## src/rtl/snake_pkg.sv

```systemverilog
// snake_pkg: grid defaults, coordinate types and food_spawner state encodings shared by the game.
package snake_pkg;

   localparam int GRID_W_DEF    = 32;
   localparam int GRID_H_DEF    = 24;
   localparam int XW_DEF        = 5;
   localparam int YW_DEF        = 5;
   localparam int MAX_TRIES_DEF = 16;

   typedef logic [XW_DEF-1:0] coord_x_t;
   typedef logic [YW_DEF-1:0] coord_y_t;

   localparam logic [2:0] ST_IDLE    = 3'd0;
   localparam logic [2:0] ST_COLLECT = 3'd1;
   localparam logic [2:0] ST_RANGE   = 3'd2;
   localparam logic [2:0] ST_QUERY   = 3'd3;
   localparam logic [2:0] ST_DONE    = 3'd4;
   localparam logic [2:0] ST_SCAN    = 3'd5;

endpackage

```

## src/rtl/rand_collector.sv

```systemverilog
// rand_collector: shifts N serial random bits in MSB-first and flags the Nth one.
// Latency: done is asserted combinationally with the Nth enabled bit; data valid the cycle after.
// Backpressure: none, shifts on every shift_en cycle; start restarts the bit count.
module rand_collector #(
   parameter int N = 10
)(
   input  logic         clk,
   input  logic         rst_n,
   input  logic         start,
   input  logic         shift_en,
   input  logic         bit_in,
   output logic [N-1:0] data,
   output logic         done
);

   localparam int CW = $clog2(N + 1);

   logic [CW-1:0] cnt;

   assign done = shift_en && (cnt == CW'(N - 1));

   always_ff @(posedge clk or negedge rst_n) begin
      if (!rst_n) begin
         cnt  <= '0;
         data <= '0;
      end else begin
         if (start)
            cnt <= '0;
         else if (shift_en)
            cnt <= done ? '0 : cnt + CW'(1);
         if (shift_en)
            data <= {data[N-2:0], bit_in};
      end
   end

endmodule

```

## src/rtl/food_spawner.sv

```systemverilog
// food_spawner: draws X/Y from the LFSR stream, range-checks and occupancy-checks it, presents free food cell.
// Latency: XW+YW+4 cycles spawn_req->food_valid at best; every rejection costs a fresh draw.
// Backpressure: spawn_req ignored while busy; occ query held until occ_ack. FOOD_SCAN_FALLBACK_EN adds scan.
module food_spawner
   import snake_pkg::*;
#(
   parameter int GRID_W = GRID_W_DEF,
   parameter int GRID_H = GRID_H_DEF,
   parameter int XW     = XW_DEF,
   parameter int YW     = YW_DEF
`ifdef FOOD_SCAN_FALLBACK_EN
   ,
   parameter int MAX_TRIES = MAX_TRIES_DEF
`endif
)(
   input  logic          clk,
   input  logic          rst_n,
   input  logic          spawn_req,
   input  logic          rand_bit,
   output logic          rand_en,
   output logic          occ_req,
   output logic [XW-1:0] occ_x,
   output logic [YW-1:0] occ_y,
   input  logic          occ_ack,
   input  logic          occ_hit,
   output logic [XW-1:0] food_x,
   output logic [YW-1:0] food_y,
   output logic          food_valid,
   output logic          busy,
   output logic          grid_full
);

   localparam int NB = XW + YW;

   logic [2:0]    state;
   logic [NB-1:0] cand;
   logic          col_done;
   logic          accept;
   logic          in_range;
   logic          reject;
   logic [XW-1:0] cand_x;
   logic [YW-1:0] cand_y;

   assign accept   = spawn_req && (state == ST_IDLE);
   assign rand_en  = (state == ST_COLLECT);
   assign busy     = (state != ST_IDLE);
   assign cand_x   = cand[NB-1 -: XW];
   assign cand_y   = cand[YW-1:0];
   assign in_range = (32'(cand_x) < GRID_W) && (32'(cand_y) < GRID_H);
   assign reject   = ((state == ST_RANGE) && !in_range) ||
                     ((state == ST_QUERY) && occ_ack && occ_hit);

   rand_collector #(.N(NB)) u_collector (
      .clk      (clk),
      .rst_n    (rst_n),
      .start    (accept),
      .shift_en (rand_en),
      .bit_in   (rand_bit),
      .data     (cand),
      .done     (col_done)
   );

`ifdef FOOD_SCAN_FALLBACK_EN
   localparam int CELLS = GRID_W * GRID_H;
   localparam int TW    = $clog2(MAX_TRIES + 1);
   localparam int SW    = $clog2(CELLS + 1);

   logic [TW-1:0] tries;
   logic [SW-1:0] scan_cnt;
   logic          last_try;
   logic          scan_last;
   logic [XW-1:0] base_x, nxt_x;
   logic [YW-1:0] base_y, nxt_y;

   assign occ_req   = (state == ST_QUERY) || (state == ST_SCAN);
   assign last_try  = (tries == TW'(MAX_TRIES - 1));
   assign scan_last = (scan_cnt == SW'(CELLS - 1));

   // An out-of-range draw has no usable position, so the scan then starts from the origin.
   always_comb begin
      base_x = (state == ST_RANGE) ? '0 : occ_x;
      base_y = (state == ST_RANGE) ? '0 : occ_y;
      nxt_x  = base_x;
      nxt_y  = base_y;
      if (32'(base_x) >= GRID_W - 1) begin
         nxt_x = '0;
         nxt_y = (32'(base_y) >= GRID_H - 1) ? '0 : base_y + YW'(1);
      end else begin
         nxt_x = base_x + XW'(1);
      end
   end

   always_ff @(posedge clk or negedge rst_n) begin
      if (!rst_n) begin
         tries     <= '0;
         scan_cnt  <= '0;
         grid_full <= 1'b0;
      end else begin
         grid_full <= 1'b0;
         if (accept)
            tries <= '0;
         else if (reject && !last_try)
            tries <= tries + TW'(1);
         if (reject)
            scan_cnt <= '0;
         else if ((state == ST_SCAN) && occ_ack && occ_hit) begin
            scan_cnt <= scan_cnt + SW'(1);
            if (scan_last)
               grid_full <= 1'b1;
         end
      end
   end
`else
   assign occ_req   = (state == ST_QUERY);
   assign grid_full = 1'b0;
`endif

   always_ff @(posedge clk or negedge rst_n) begin
      if (!rst_n) begin
         state      <= ST_IDLE;
         occ_x      <= '0;
         occ_y      <= '0;
         food_x     <= '0;
         food_y     <= '0;
         food_valid <= 1'b0;
      end else begin
         case (state)
            ST_IDLE: begin
               if (spawn_req) begin
                  state      <= ST_COLLECT;
                  food_valid <= 1'b0;
               end
            end
            ST_COLLECT: begin
               if (col_done)
                  state <= ST_RANGE;
            end
            ST_RANGE: begin
               if (in_range) begin
                  occ_x <= cand_x;
                  occ_y <= cand_y;
                  state <= ST_QUERY;
               end
            end
            ST_QUERY: begin
               if (occ_ack && !occ_hit)
                  state <= ST_DONE;
            end
            ST_DONE: begin
               food_x     <= occ_x;
               food_y     <= occ_y;
               food_valid <= 1'b1;
               state      <= ST_IDLE;
            end
`ifdef FOOD_SCAN_FALLBACK_EN
            ST_SCAN: begin
               if (occ_ack) begin
                  if (!occ_hit)
                     state <= ST_DONE;
                  else if (scan_last)
                     state <= ST_IDLE;
                  else begin
                     occ_x <= nxt_x;
                     occ_y <= nxt_y;
                  end
               end
            end
`endif
            default: state <= ST_IDLE;
         endcase

         if (reject) begin
`ifdef FOOD_SCAN_FALLBACK_EN
            if (last_try) begin
               state <= ST_SCAN;
               occ_x <= nxt_x;
               occ_y <= nxt_y;
            end else begin
               state <= ST_COLLECT;
            end
`else
            state <= ST_COLLECT;
`endif
         end
      end
   end

endmodule

```

## config.mk

```make
export PLATFORM = sky130hd
export DESIGN_NAME = food_spawner
export DESIGN_NICKNAME = d
export VERILOG_FILES = /design/src/rtl/snake_pkg.sv /design/src/rtl/rand_collector.sv /design/src/rtl/food_spawner.sv
export SDC_FILE = /design/constraint.sdc
export NUM_CORES = 1
export LEC_CHECK = 0
export BUFFER_PORTS_ARGS = -buffer_cell sky130_fd_sc_hd__buf_2
export CAP_MARGIN = 20
export CORE_MARGIN = 8
export CORE_UTILIZATION = 32
export DETAILED_ROUTE_END_ITERATION = 7
export SETUP_SLACK_MARGIN = 0.4
export SLEW_MARGIN = 20
export SYNTH_ARGS = -nofsm -noshare
export SYNTH_HDL_FRONTEND = slang
export SYNTH_HIERARCHICAL = 1
export SYNTH_SLANG_ARGS = --single-unit
export TNS_END_PERCENT = 20
```

## constraint.sdc

```tcl
create_clock -name clk -period 4.1 [get_ports clk]
set_input_delay 0.41 -clock clk [delete_from_list [all_inputs] [get_ports clk]]
set_output_delay 0.41 -clock clk [all_outputs]
set_load 0.05 [all_outputs]
```

==> summary.md <==
| Metric | Value |
|---|---|
| Synth async-reset ratio | 1.000 |
| Power Dens Cells | 730.9 nW/um^2 |
| Final worst path period need | 2.284 ns |
| Via-to-Cell Ratio | 4.595 |
| Slew margin rel. | 0.4536 |
| Synth Instances | 120 |
| Core Rows | 26 |
| IO Port Bufs | 29 |
| First-pass GRT wire length | ~5.2 mm |
| Initial antenna violation count | 0 |
| Finished Layout Cells | 222 |
| I/O pin count | 31 |
| Final Hold Fails | 0 |
| Deepest clock path buffer count | 2 |
| Largest net degree at the start of global routing | 39 |
| Initial core utilization | 0.3274 |
| Mapped cell area | roughly 1700 um^2 |
| Hold-fix buffers, CTS | 0 |
| CP required | 3.69 ns |
| WL met1 | 1.357 mm |
| Clock Pin Slew Worst Setup and Hold Paths | 0.08 ns |
| Synth Area per Inst | 13.85 um^2 |
| WL/cell | 13.47 um |
| Full die area | 7755 um^2 |
| Fin nets | 159 |
| Maxcap violations | 0 |
| GRT overflow | 0 |
| Status | finished, final reports clean |
| Highest clock rate | 0.4379 GHz |
| Crit end category | primary output |
| CORE AREA | 5075 um^2 |
| Num CTS Buffers | 5 |
| Design Power | approximately 1400 uW |
| Hold slack | 0.2119 ns |
| Final setup fails | 0 |
| Int Pwr | 851.5 uW |
| Net count after synthesis | 128 |
| Met3 WL post-DR | 208 um |
| Lkg Pwr | 0.001029 uW |
| DR iter-0 viols | 37 |
| Dpl cells | between 200 and 250 |
| Sw frac | 0.4027 |
| Critical R2R Launch | state[1] |
| Yosys top cell area share | 0.5723 |
| TNS Setup | 0 ns |
| Share of layout cells above drive strength 1 | 0.4671 |
| Critical Path AT | 1.87 ns |
| Crit path launch | state[1] |
| Diodes inserted | 0 |
| Crit-path max FO | 17 |
| Post-route ant nets | 0 |
| Vias | approximately 1000 |
| Chip Height | 88.06 um |
| RD Place Congestion | 0.7320 |
| Most frequent cells in the layout | dfrtp_1, buf_2, mux2_2, mux2_4 |
| Met2 wire len | 1.375 mm |
| First-pass DRT Iterations | 4 |
| CTS resizes | 0 |
| Fill cells | about 500 |
| Warnings from Yosys | 6 |
| RSZ-0062 raised after global routing | no |
| Ys flop type | dfrtp_1 |
| Worst VDD drop | approximately 0.39 mV |
| Post-synthesis sequential area ratio | 0.5723 |
| H-tree Lvls | 2 |
| Count of state elements after synthesis | 38 |
| Sequential share of power | 0.419 |
| CTS tree | yes |
| Post-synthesis cell type count | 30 |
| Number of flops mapped to enable cells by yosys | 0 |
| Die Wd | 88.06 um |
| Drt total wl | 2.991 mm |
| Combinational power share | 0.394 |
| Root buffer cell | clkbuf_8 |
| Drt drc | 0 |
| Psw | 574.1 uW |
| Worst-Skew Late Latency | 0.29 ns |
| CP Launch Type | flop |
| Vias in the first global route | between 1000 and 1500 |
| Setup Skew | approximately 0.0077 ns |
| Share of total power in the clock network | 0.187 |
| Slack of the worst reg-to-reg path | about 2.1 ns |
| Min-Delay Path Class | in -> async |
| GRT Total Usage | 0.08581 |
| Category of the critical setup timing path | reg -> out |
| Area contributors post-synth | dfrtp_1, mux2_2, mux2_4, buf_6, nand3b_1 |
| Synth-to-Final Area Change | 17.39% |
| Most common cell after layout, fill and taps aside | dfrtp_1 |
| Clk sinks | 38 |
| HPWL after DPL | approximately 2.2 mm |
| Slew @ Worst Pin | about 0.82 ns |
| Post-CTS setup buffer count | 0 |
| Largest area contributor in the netlist | dfrtp_1 |
| Final worst path period share | 0.5570 |
| Top sig layer | met4 |
| Pins Over Slew Limit | 0 |
==> critical path: stages (launching register included) <==
cell	delay (ns)
dfrtp_1	0.49
nor3b_4	0.70
buf_2	0.39
==> flip-flops by register name, indices dropped and copies added, names as in the netlist <==
register / flops
food_valid: 1
food_x: 5
food_y: 5
occ_x: 5
occ_y: 5
state: 3
u_collector/cnt: 4
u_collector/data: 10
==> synthesized netlist by cell type (3+ instances only) <==
| master | instances |
|---|---|
| nand2_1 | 6 |
| inv_1 | 5 |
| nand3b_1 | 4 |
| mux2_2 | 20 |
| a21oi_1 | 4 |
| dfrtp_1 | 38 |
| nor2_1 | 3 |
| buf_6 | 4 |
| mux2_4 | 8 |
| o21ai_0 | 4 |
==> power groups by stage <==
stage	Combinational (uW)	Sequential, uW	Clock [uW]
6_report	561	598	266
5_1_grt	606	618	292
4_1_cts	567	597	276
3_5_place_dp	566	604	0
3_3_place_gp	548	591	0
2_1_floorplan	365	699	0
==> cell families after synthesis <==
kind of cell,after synthesis,share of synthesized area
other,1,0.002257
AND/OR/NAND/NOR,25,0.09640
buffers and inverters,11,0.04593
adder cells (fa/ha/maj),2,0.01506
multiplexers,28,0.2078
AO/OA/AOI/OAI,15,0.06025
flip-flops,38,0.5723
==> area by class of cell <==
cell class | count | area (um^2) | area share
Sequential cell | 38 | 950.9 | 0.4875
Multi-Input combinational cell | 71 | 645.6 | 0.3310
Timing Repair Buffer | 30 | 152.6 | 0.07826
Tap cell | 70 | 87.58 | 0.04490
Clock buffer | 6 | 82.58 | 0.04233
Inverter | 5 | 18.77 | 0.009622
Clock inverter | 2 | 12.51 | 0.006414
==> final timing paths <==
kind,cells after the start,endpoint
min in group clk,2,u_collector/data[0]
hold reg to reg,1,food_valid
setup / recovery,2,rand_en
hold / removal,1,food_x[1]
max in group asynchronous,1,u_collector/cnt[1]
setup reg to reg,6,state[0]
==> per-stage QoR <==
step	util	setup slack [ns]	area, um^2
2_1_floorplan	-	1.389	1662
3_3_place_gp	0.3644	1.927	1849
3_5_place_dp	0.3644	1.836	1849
4_1_cts	0.3831	1.520	1944
5_1_grt	0.3844	1.673	1951
6_report	0.3844	1.816	1951
==> per-layer routing <==
layer	vias up	global-route usage
met5	-	0
met4	0	0.04608
met3	5	0.02345
met2	28	0.1279
met1	507	0.1099
li1	480	-
Note: power is estimated with default switching activity, not from simulation.
